===== src/rtl/temporal_pkg.sv =====
// Shared types and helpers for the binary-to-race-logic encoder.
// Build option: TEMPORAL_FALLING_EN selects falling-edge lane encoding.
package temporal_pkg;

  typedef enum logic {
    IDLE = 1'b0,
    RUN  = 1'b1
  } enc_state_t;

  function automatic int phase_width(input int g);
    return $clog2(g);
  endfunction

  function automatic int inf_val(input int g);
    return g - 1;
  endfunction

endpackage


===== src/rtl/gamma_phase_counter.sv =====
// Phase counter for one gamma cycle; wraps G-1 -> 0 naturally.
// Held at zero while not running so IDLE always sits on phase 0.
module gamma_phase_counter
  import temporal_pkg::*;
#(
  parameter int G = 16,
  parameter int W = phase_width(G)
) (
  input  logic         clk,
  input  logic         rst,
  input  logic         run,
  input  logic         load,
  output logic [W-1:0] phase,
  output logic         last
);

  logic [W-1:0] r_phase;

  // count while running; a new vector restarts at phase 0
  always_ff @(posedge clk) begin
    if (rst) begin
      r_phase <= '0;
    end else if (load) begin
      r_phase <= '0;
    end else if (run) begin
      r_phase <= r_phase + W'(1);
    end else begin
      r_phase <= '0;
    end
  end

  assign phase = r_phase;
  assign last  = (r_phase == W'(inf_val(G)));

endmodule


===== src/rtl/temporal_encoder_n.sv =====
// Binary arrival times -> race-logic edges with grst framing.
// Build option: TEMPORAL_FALLING_EN inverts lanes (fall at v+1).
module temporal_encoder_n
  import temporal_pkg::*;
#(
  parameter int NUM_INPUTS        = 4,
  parameter int GAMMA_CYCLE_WIDTH = 16,
  parameter int VAL_WIDTH         = $clog2(GAMMA_CYCLE_WIDTH)
) (
  input  logic                            clk,
  input  logic                            rst,
  input  logic                            in_valid,
  output logic                            in_ready,
  input  logic [NUM_INPUTS*VAL_WIDTH-1:0] in_vals,
  output logic                            grst,
  output logic [NUM_INPUTS-1:0]           y,
  output logic                            cycle_start,
  output logic                            busy
);

  localparam int N  = NUM_INPUTS;
  localparam int VW = VAL_WIDTH;
  localparam int NV = N * VW;
  localparam logic [VW-1:0] INF =
    VW'(inf_val(GAMMA_CYCLE_WIDTH));
`ifdef TEMPORAL_FALLING_EN
  localparam logic [N-1:0] Y_RST = '1;
`else
  localparam logic [N-1:0] Y_RST = '0;
`endif

  enc_state_t    r_state;
  enc_state_t    w_nxt_state;
  logic          r_pend_vld;
  logic          r_in_ready;
  logic          r_grst;
  logic          r_cs;
  logic          r_busy;
  logic [NV-1:0] r_pend_vals;
  logic [NV-1:0] r_act;
  logic [NV-1:0] w_nxt_act;
  logic [N-1:0]  r_y;
  logic [N-1:0]  w_nxt_y;
  logic [VW-1:0] w_phase;
  logic [VW-1:0] w_nxt_phase;
  logic [VW-1:0] w_lane;
  logic          w_last;
  logic          w_load;
  logic          w_take;
  logic          w_nxt_pend;
  logic          w_run;

  assign w_run  = (r_state == RUN);
  assign w_take = in_valid && !r_pend_vld;
  assign w_load = r_pend_vld && (!w_run || w_last);

  gamma_phase_counter #(
    .G (GAMMA_CYCLE_WIDTH),
    .W (VW)
  ) u_cnt (
    .clk   (clk),
    .rst   (rst),
    .run   (w_run),
    .load  (w_load),
    .phase (w_phase),
    .last  (w_last)
  );

  // next state, phase, pending and active vector
  always_comb begin
    w_nxt_state = r_state;
    unique case (r_state)
      IDLE: if (r_pend_vld) w_nxt_state = RUN;
      RUN:  if (w_last && !r_pend_vld) w_nxt_state = IDLE;
      default: w_nxt_state = IDLE;
    endcase
    w_nxt_phase = (w_load || !w_run) ? '0 : w_phase + VW'(1);
    w_nxt_act   = w_load ? r_pend_vals : r_act;
    w_nxt_pend  = w_take ? 1'b1 : (w_load ? 1'b0 : r_pend_vld);
  end

  // per-lane edge compare on next-cycle phase
  always_comb begin
    w_nxt_y = '0;
    w_lane  = '0;
    for (int i = 0; i < N; i++) begin
      w_lane = w_nxt_act[i*VW +: VW];
      w_nxt_y[i] = (w_nxt_state == RUN) && (w_lane != INF)
                   && (w_nxt_phase > w_lane);
    end
`ifdef TEMPORAL_FALLING_EN
    w_nxt_y = ~w_nxt_y;
`endif
  end

  // state, storage and registered outputs
  always_ff @(posedge clk) begin
    if (rst) begin
      r_state     <= IDLE;
      r_pend_vld  <= 1'b0;
      r_pend_vals <= '0;
      r_act       <= '1;
      r_in_ready  <= 1'b1;
      r_grst      <= 1'b1;
      r_cs        <= 1'b0;
      r_busy      <= 1'b0;
      r_y         <= Y_RST;
    end else begin
      r_state    <= w_nxt_state;
      r_pend_vld <= w_nxt_pend;
      if (w_take) r_pend_vals <= in_vals;
      r_act      <= w_nxt_act;
      r_in_ready <= !w_nxt_pend;
      r_grst     <= (w_nxt_state == IDLE) || (w_nxt_phase == '0);
      r_cs       <= (w_nxt_state == RUN) && (w_nxt_phase == '0);
      r_busy     <= (w_nxt_state == RUN);
      r_y        <= w_nxt_y;
    end
  end

  assign in_ready    = r_in_ready;
  assign grst        = r_grst;
  assign cycle_start = r_cs;
  assign busy        = r_busy;
  assign y           = r_y;

endmodule


===== config.mk =====
export PLATFORM = sky130hd
export DESIGN_NAME = temporal_encoder_n
export DESIGN_NICKNAME = d
export VERILOG_FILES = /design/src/rtl/temporal_pkg.sv /design/src/rtl/gamma_phase_counter.sv /design/src/rtl/temporal_encoder_n.sv
export SDC_FILE = /design/constraint.sdc
export NUM_CORES = 1
export LEC_CHECK = 0
export CAP_MARGIN = 20
export CORE_UTILIZATION = 51
export CTS_BUF_LIST = sky130_fd_sc_hd__clkbuf_8
export CTS_CLUSTER_DIAMETER = 80
export DETAILED_ROUTE_END_ITERATION = 7
export HOLD_SLACK_MARGIN = 0.02
export PLACE_DENSITY = 0.77
export RECOVER_POWER = 50
export SKIP_LAST_GASP = 1
export SYNTH_ARGS = -nofsm -noshare
export SYNTH_HDL_FRONTEND = slang
export SYNTH_SLANG_ARGS = --single-unit

===== constraint.sdc =====
create_clock -name clk -period 2.7 [get_ports clk]
set_input_delay 0.54 -clock clk [delete_from_list [all_inputs] [get_ports clk]]
set_output_delay 0.54 -clock clk [all_outputs]
set_load 0.03 [all_outputs]

# Word-level counts from Yosys, hierarchy flattened
# Index checks and enable logic that the tools add are counted.
# W data, S select, Z words.
[word_totals]
ff_bits = 45
inputBits = 19
output_inout_bits = 8
[op_classes]
addsub = 1
n_lt_le_gt_ge = 4
n_eq_ne = 5
n_mux = 7
bitwise = 2
reduce_logical = 20
[ops]
columns = ["cell", "n"]
rows = [
  ["$gt A4 B4 Y1", 4],
  ["$mux W16", 1],
  ["$ne A4 B4 Y1 const B", 4],
  ["$logic_and A1 B1 Y1", 12],
  ["$add A4 B1 Y4 const B", 1],
  ["$eq A4 B4 Y1 const B", 1],
  ["$logic_not A4 Y1", 1],
  ["$mux W1", 4],
  ["$mux W4", 1],
  ["$logic_not A1 Y1", 3],
  ["$logic_or A1 B1 Y1", 3],
  ["$reduce_or A3 Y1", 1],
  ["$not A1 Y1", 2],
  ["$pmux W1 S2", 1],
]

# Depth between registers and ports, before layout
[depth]
depth_word = 7
depth_mapped = 12
mapped_depth_nobuf = 10

# By module
# A second synthesis with hierarchy kept.
[unflattened]
cells_unflattened = 263
area_unflattened_um2 = 2243.4
[by_module_without_submodules]
columns = ["module", "n_inst", "cells_per_inst", "area_per_inst_um2", "seq_area_each_um2"]
rows = [
  ["temporal_encoder_n", 1, 247, 2074.5, 820.8],
  ["gamma_phase_counter", 1, 16, 168.9, 80.1],
]

# Least setup slack after synthesis
# Ideal clock, no wire load.
[synth_timing]
path_kind = "reg2reg"
start = "register u_cnt.r_phase[0], in the netlist u_cnt.phase[0]"
end = "register r_y[0], in the netlist y[0]"
setup_time_ns = 0.133
arrival_ns = 2.411
t_required_ns = 2.567
slack_ns = 0.156
stages_incl_launch_ff = 13
path_buffers = 2
synth_period_minus_slack_ns = 2.544
path_cell_list = "dfxtp_1 > ha_1 > nand3_2 > a21oi_4 > buf_6 > buf_8 > mux2i_1 > ha_1 > nor2b_1 > o21ai_0 > nand2_1 > a211oi_1 > a2111oi_2"
[synth_via]
elab_chain_len = 7
[synth_lines]
columns = ["element", "line_no", "text"]
rows = [
  ["start, declared", "gamma_phase_counter.sv:17", "logic [W-1:0] r_phase;"],
  ["start signal, assigned", "gamma_phase_counter.sv:26", "r_phase <= r_phase + W'(1);"],
  ["branches (longest 6 deep; another with $add A4 B1 Y4)", "--", ""],
  ["$logic_and A1 B1 Y1 (*)", "temporal_encoder_n.sv:89", "&& (w_nxt_phase > w_lane);"],
  ["end signal, assigned", "temporal_encoder_n.sv:117", "r_y <= w_nxt_y;"],
  ["end, declared", "temporal_encoder_n.sv:42", "logic [N-1:0] r_y;"],
]
# Mark *: on every way between the ends.
# A chain may end at the register's enable or synchronous reset.

# Worst setup path in the final report
[layout_timing]
start = "register u_cnt.r_phase[0], in the netlist u_cnt.phase[0]"
end = "register r_y[3], in the netlist y[3]"
# Same word-level chain as after synthesis.

==> summary.md <==
| Metric | Value |
|---|---|
| Core area | `3800 sq um` |
| Mapped Avg Cell Area | `9.33 sq um` |
| Most frequent cells in the layout | `dfxtp_1 (44), nand2_1 (39), clkdlybuf4s50_1 (25)` |
| Clk sinks | `45` |
| Slew Limit Fails | `0` |
| Pwr dens | `569 nW/um^2` |
| Worst R2R Setup Slack | `0.17 ns` |
| DR WL/cell | `13.3 microns` |
| Area of the multi-input gates | `1130 sq um` |
| Leakage power | `1.00 nW` |
| VDD IR max | `0.457 mV` |
| Worst-Margin Slew | `1.46 ns` |
| RSZ-0062 raised after global routing | `no` |
| First-pass GRT wire length | `6.83 mm` |
| EDFF count, synth | `0` |
| Vias per cell | `5.38` |
| Crit path DAT | `2.70 ns` |
| Commonest non-fill, non-tap cell in the layout | `dfxtp_1` |
| MaxCap Viol Count | `0` |
| Filler Cell Count | `312` |
| Synth Instances | `224` |
| Placer Congestion | `0.799` |
| Synth cell types | `33` |
| Final WL | `4.01 mm` |
| Final Setup Violations | `0` |
| I/O pins | `27` |
| Post-synth top flop | `dfxtp_1` |
| Critical Path RT | `2.87 ns` |
| CP max stage delay | `0.37 ns` |
| CP Class | `reg2reg` |
| Via count | `1,619` |
| Final hold violation count | `0` |
| Final period utilization | `0.936` |
| # DRC | `0` |
| Largest net degree at the start of global routing | `38` |
| Status | `completed` |
| Clock transition at the registers of the reported paths | `0.08 ns` |
| Fin nets | `285` |
| Antenna viol nets, final | `0` |
| Initial drt markers | `72` |
| TNS Setup | `0 ns` |
| FF/Latch Area | `902 sq um` |
| Buf/Inv on CP | `1` |
| Vias in the first global route | `1,515` |
| Clock period minus worst slack | `2.53 ns` |
| Starting Density | `0.550` |
| I/O Buffers | `26` |
| Startpoint types | `register` |
| Area Growth Syn to Fin | `20.0%` |
| Clock Latency Late Sink | `0.30 ns` |
| Sequential area share after synthesis | `0.431` |
| Sequential Power Share | `0.519` |
| H-tree levels | `2` |
| Crit-path slowest cell | `dfxtp_2` |
| Clock share of power | `0.287` |
| CP top delay family | `compound AO/OA/AOI/OAI gates` |
| Cell Rows | `22` |
| Slew HR | `0.0239` |
| Critical path fanouts, max | `16` |
| Die ar. | `4360 sq um` |
| GRT overflow | `0` |
| Utilization after layout | `0.660` |
| CTS tree | `yes` |
| # Post-CTS Setup Buffers | `0` |
| Crit-path cells | `ha_2, nand3_2, a21oi_4, buf_12, mux2i_2, ha_1, nor2b_1, o21ai_0, nand2_1, a211oi_1, a2111oi_2` |
| Die X | `66.0 microns` |
| Switch share | `0.270` |
| CTS buffer count | `5` |
| Root buf cell | `clkbuf_8` |
| Internal power | `1.04 mW` |
| Antenna diode count | `0` |
| Post-synthesis async set-or-reset flop share | `0` |
| Total iterations of the first detailed-routing run | `4` |
| Clock skew | `0.00641 ns` |
| Die H | `66.0 microns` |
| Net count after synthesis | `256` |
| GRT Util Overall | `0.213` |
| Sw Pwr | `0.385 mW` |
| Combinational group share of total power | `0.194` |
| Initial antenna violation count | `0` |
| Synth Register Bits | `45` |
| Share of layout cells above drive strength 1 | `0.111` |
| Post-DP HPWL | `2.84 mm` |
| Crit end category | `register` |
| Syn. warnings | `0` |
| Max Buffers Root-to-Sink | `2` |
| Max Clock Freq | `396 MHz` |
| Hold crit path type | `reg2reg` |
| Netlist Area Pre-Place | `2090 sq um` |
[cell usage after synthesis, types with 2 or more instances]
| library cell | instances | area (sq um) |
|---|---|---|
| a2111oi_2 | 4 | 60.1 |
| nor2_1 | 9 | 33.8 |
| a21oi_1 | 17 | 85.1 |
| nor3_1 | 3 | 15.0 |
| inv_2 | 2 | 7.51 |
| nand4_1 | 8 | 50.1 |
| and3_1 | 5 | 31.3 |
| or2_1 | 5 | 31.3 |
| clkbuf_1 | 7 | 26.3 |
| o21ai_1 | 2 | 10.0 |
| xnor2_1 | 4 | 35.0 |
| ha_1 | 13 | 163 |
| nor2b_1 | 5 | 31.3 |
| nand3_1 | 5 | 25.0 |
| mux2i_1 | 15 | 150 |
| a211oi_1 | 4 | 30.0 |
| o21ai_0 | 4 | 20.0 |
| nand2_1 | 38 | 143 |
| mux2_1 | 4 | 45.0 |
| inv_1 | 2 | 7.51 |
| nand2b_1 | 12 | 75.1 |
| dfxtp_1 | 45 | 901 |
[cell type report]
type,instances,area share
Sequential cell,45,0.360
Multi-Input combinational cell,165,0.451
Clock buffer,6,0.0329
Clock inverter,1,0.00150
Inverter,4,0.00599
Timing Repair Buffer,32,0.125
Tap cell,48,0.0239
[flip-flops by register name, summed over array words and instances, names as in the netlist]
signal / cells
busy: 1
r_pend_vld: 1
u_cnt.phase: 4
r_pend_vals: 16
grst: 1
r_act: 16
in_ready: 1
cycle_start: 1
y: 4
[final timing paths]
kind / startpoint / to / cells after the start
worst max-delay path: u_cnt.phase[0] / y[3] / 11
worst min-delay path: u_cnt.phase[0] / u_cnt.phase[0] / 1
worst max register to register: u_cnt.phase[0] / y[3] / 11
worst min register to register: u_cnt.phase[0] / u_cnt.phase[0] / 1
[what timing repair did]
action	CTS	global route
gates resized for setup	0	7
setup endpoints to repair	0	4
hold buffers	0	0
[per-stage QoR]
stage	setup WS, ns	cells	total power, mW	instance area [sq um]	hold WS (ns)
floorplan	0.156	224	0.939	2090	0.447
global placement	0.143	294	1.02	2410	0.462
detailed placement	0.0702	294	1.03	2410	0.466
CTS	0.0548	301	1.43	2500	0.475
global route	0.00286	301	1.50	2510	0.482
finish	0.172	301	1.43	2510	0.463
[power by group through the flow]
stage / clock, mW / combinational [mW] / sequential [mW]
6_report: 0.410 / 0.277 / 0.740
5_1_grt: 0.445 / 0.311 / 0.746
4_1_cts: 0.416 / 0.274 / 0.739
3_5_place_dp: 0 / 0.271 / 0.754
3_3_place_gp: 0 / 0.267 / 0.753
2_1_floorplan: 0 / 0.186 / 0.753
[kinds of logic after synthesis]
group | synth area share
buffers and inverters | 0.0347
xor gates and xnor gates | 0.0287
DFF | 0.431
muxes | 0.0999
adders and majority gates | 0.0778
AOI/OAI and AO/OA | 0.106
and+or+nand+nor | 0.222
[routing by layer]
metal  up-vias  global-route usage  routed length, microns  part of all wire
met5         -                   0                       0                 0
met1       758               0.259                    1900              0.48
li1        833                   -                       -                 -
met4         0              0.0798                      31            0.0077
met2        26               0.351                    1950              0.49
met3         2              0.0672                     122             0.030
No activity file was read; power rests on OpenSTA's default activity.
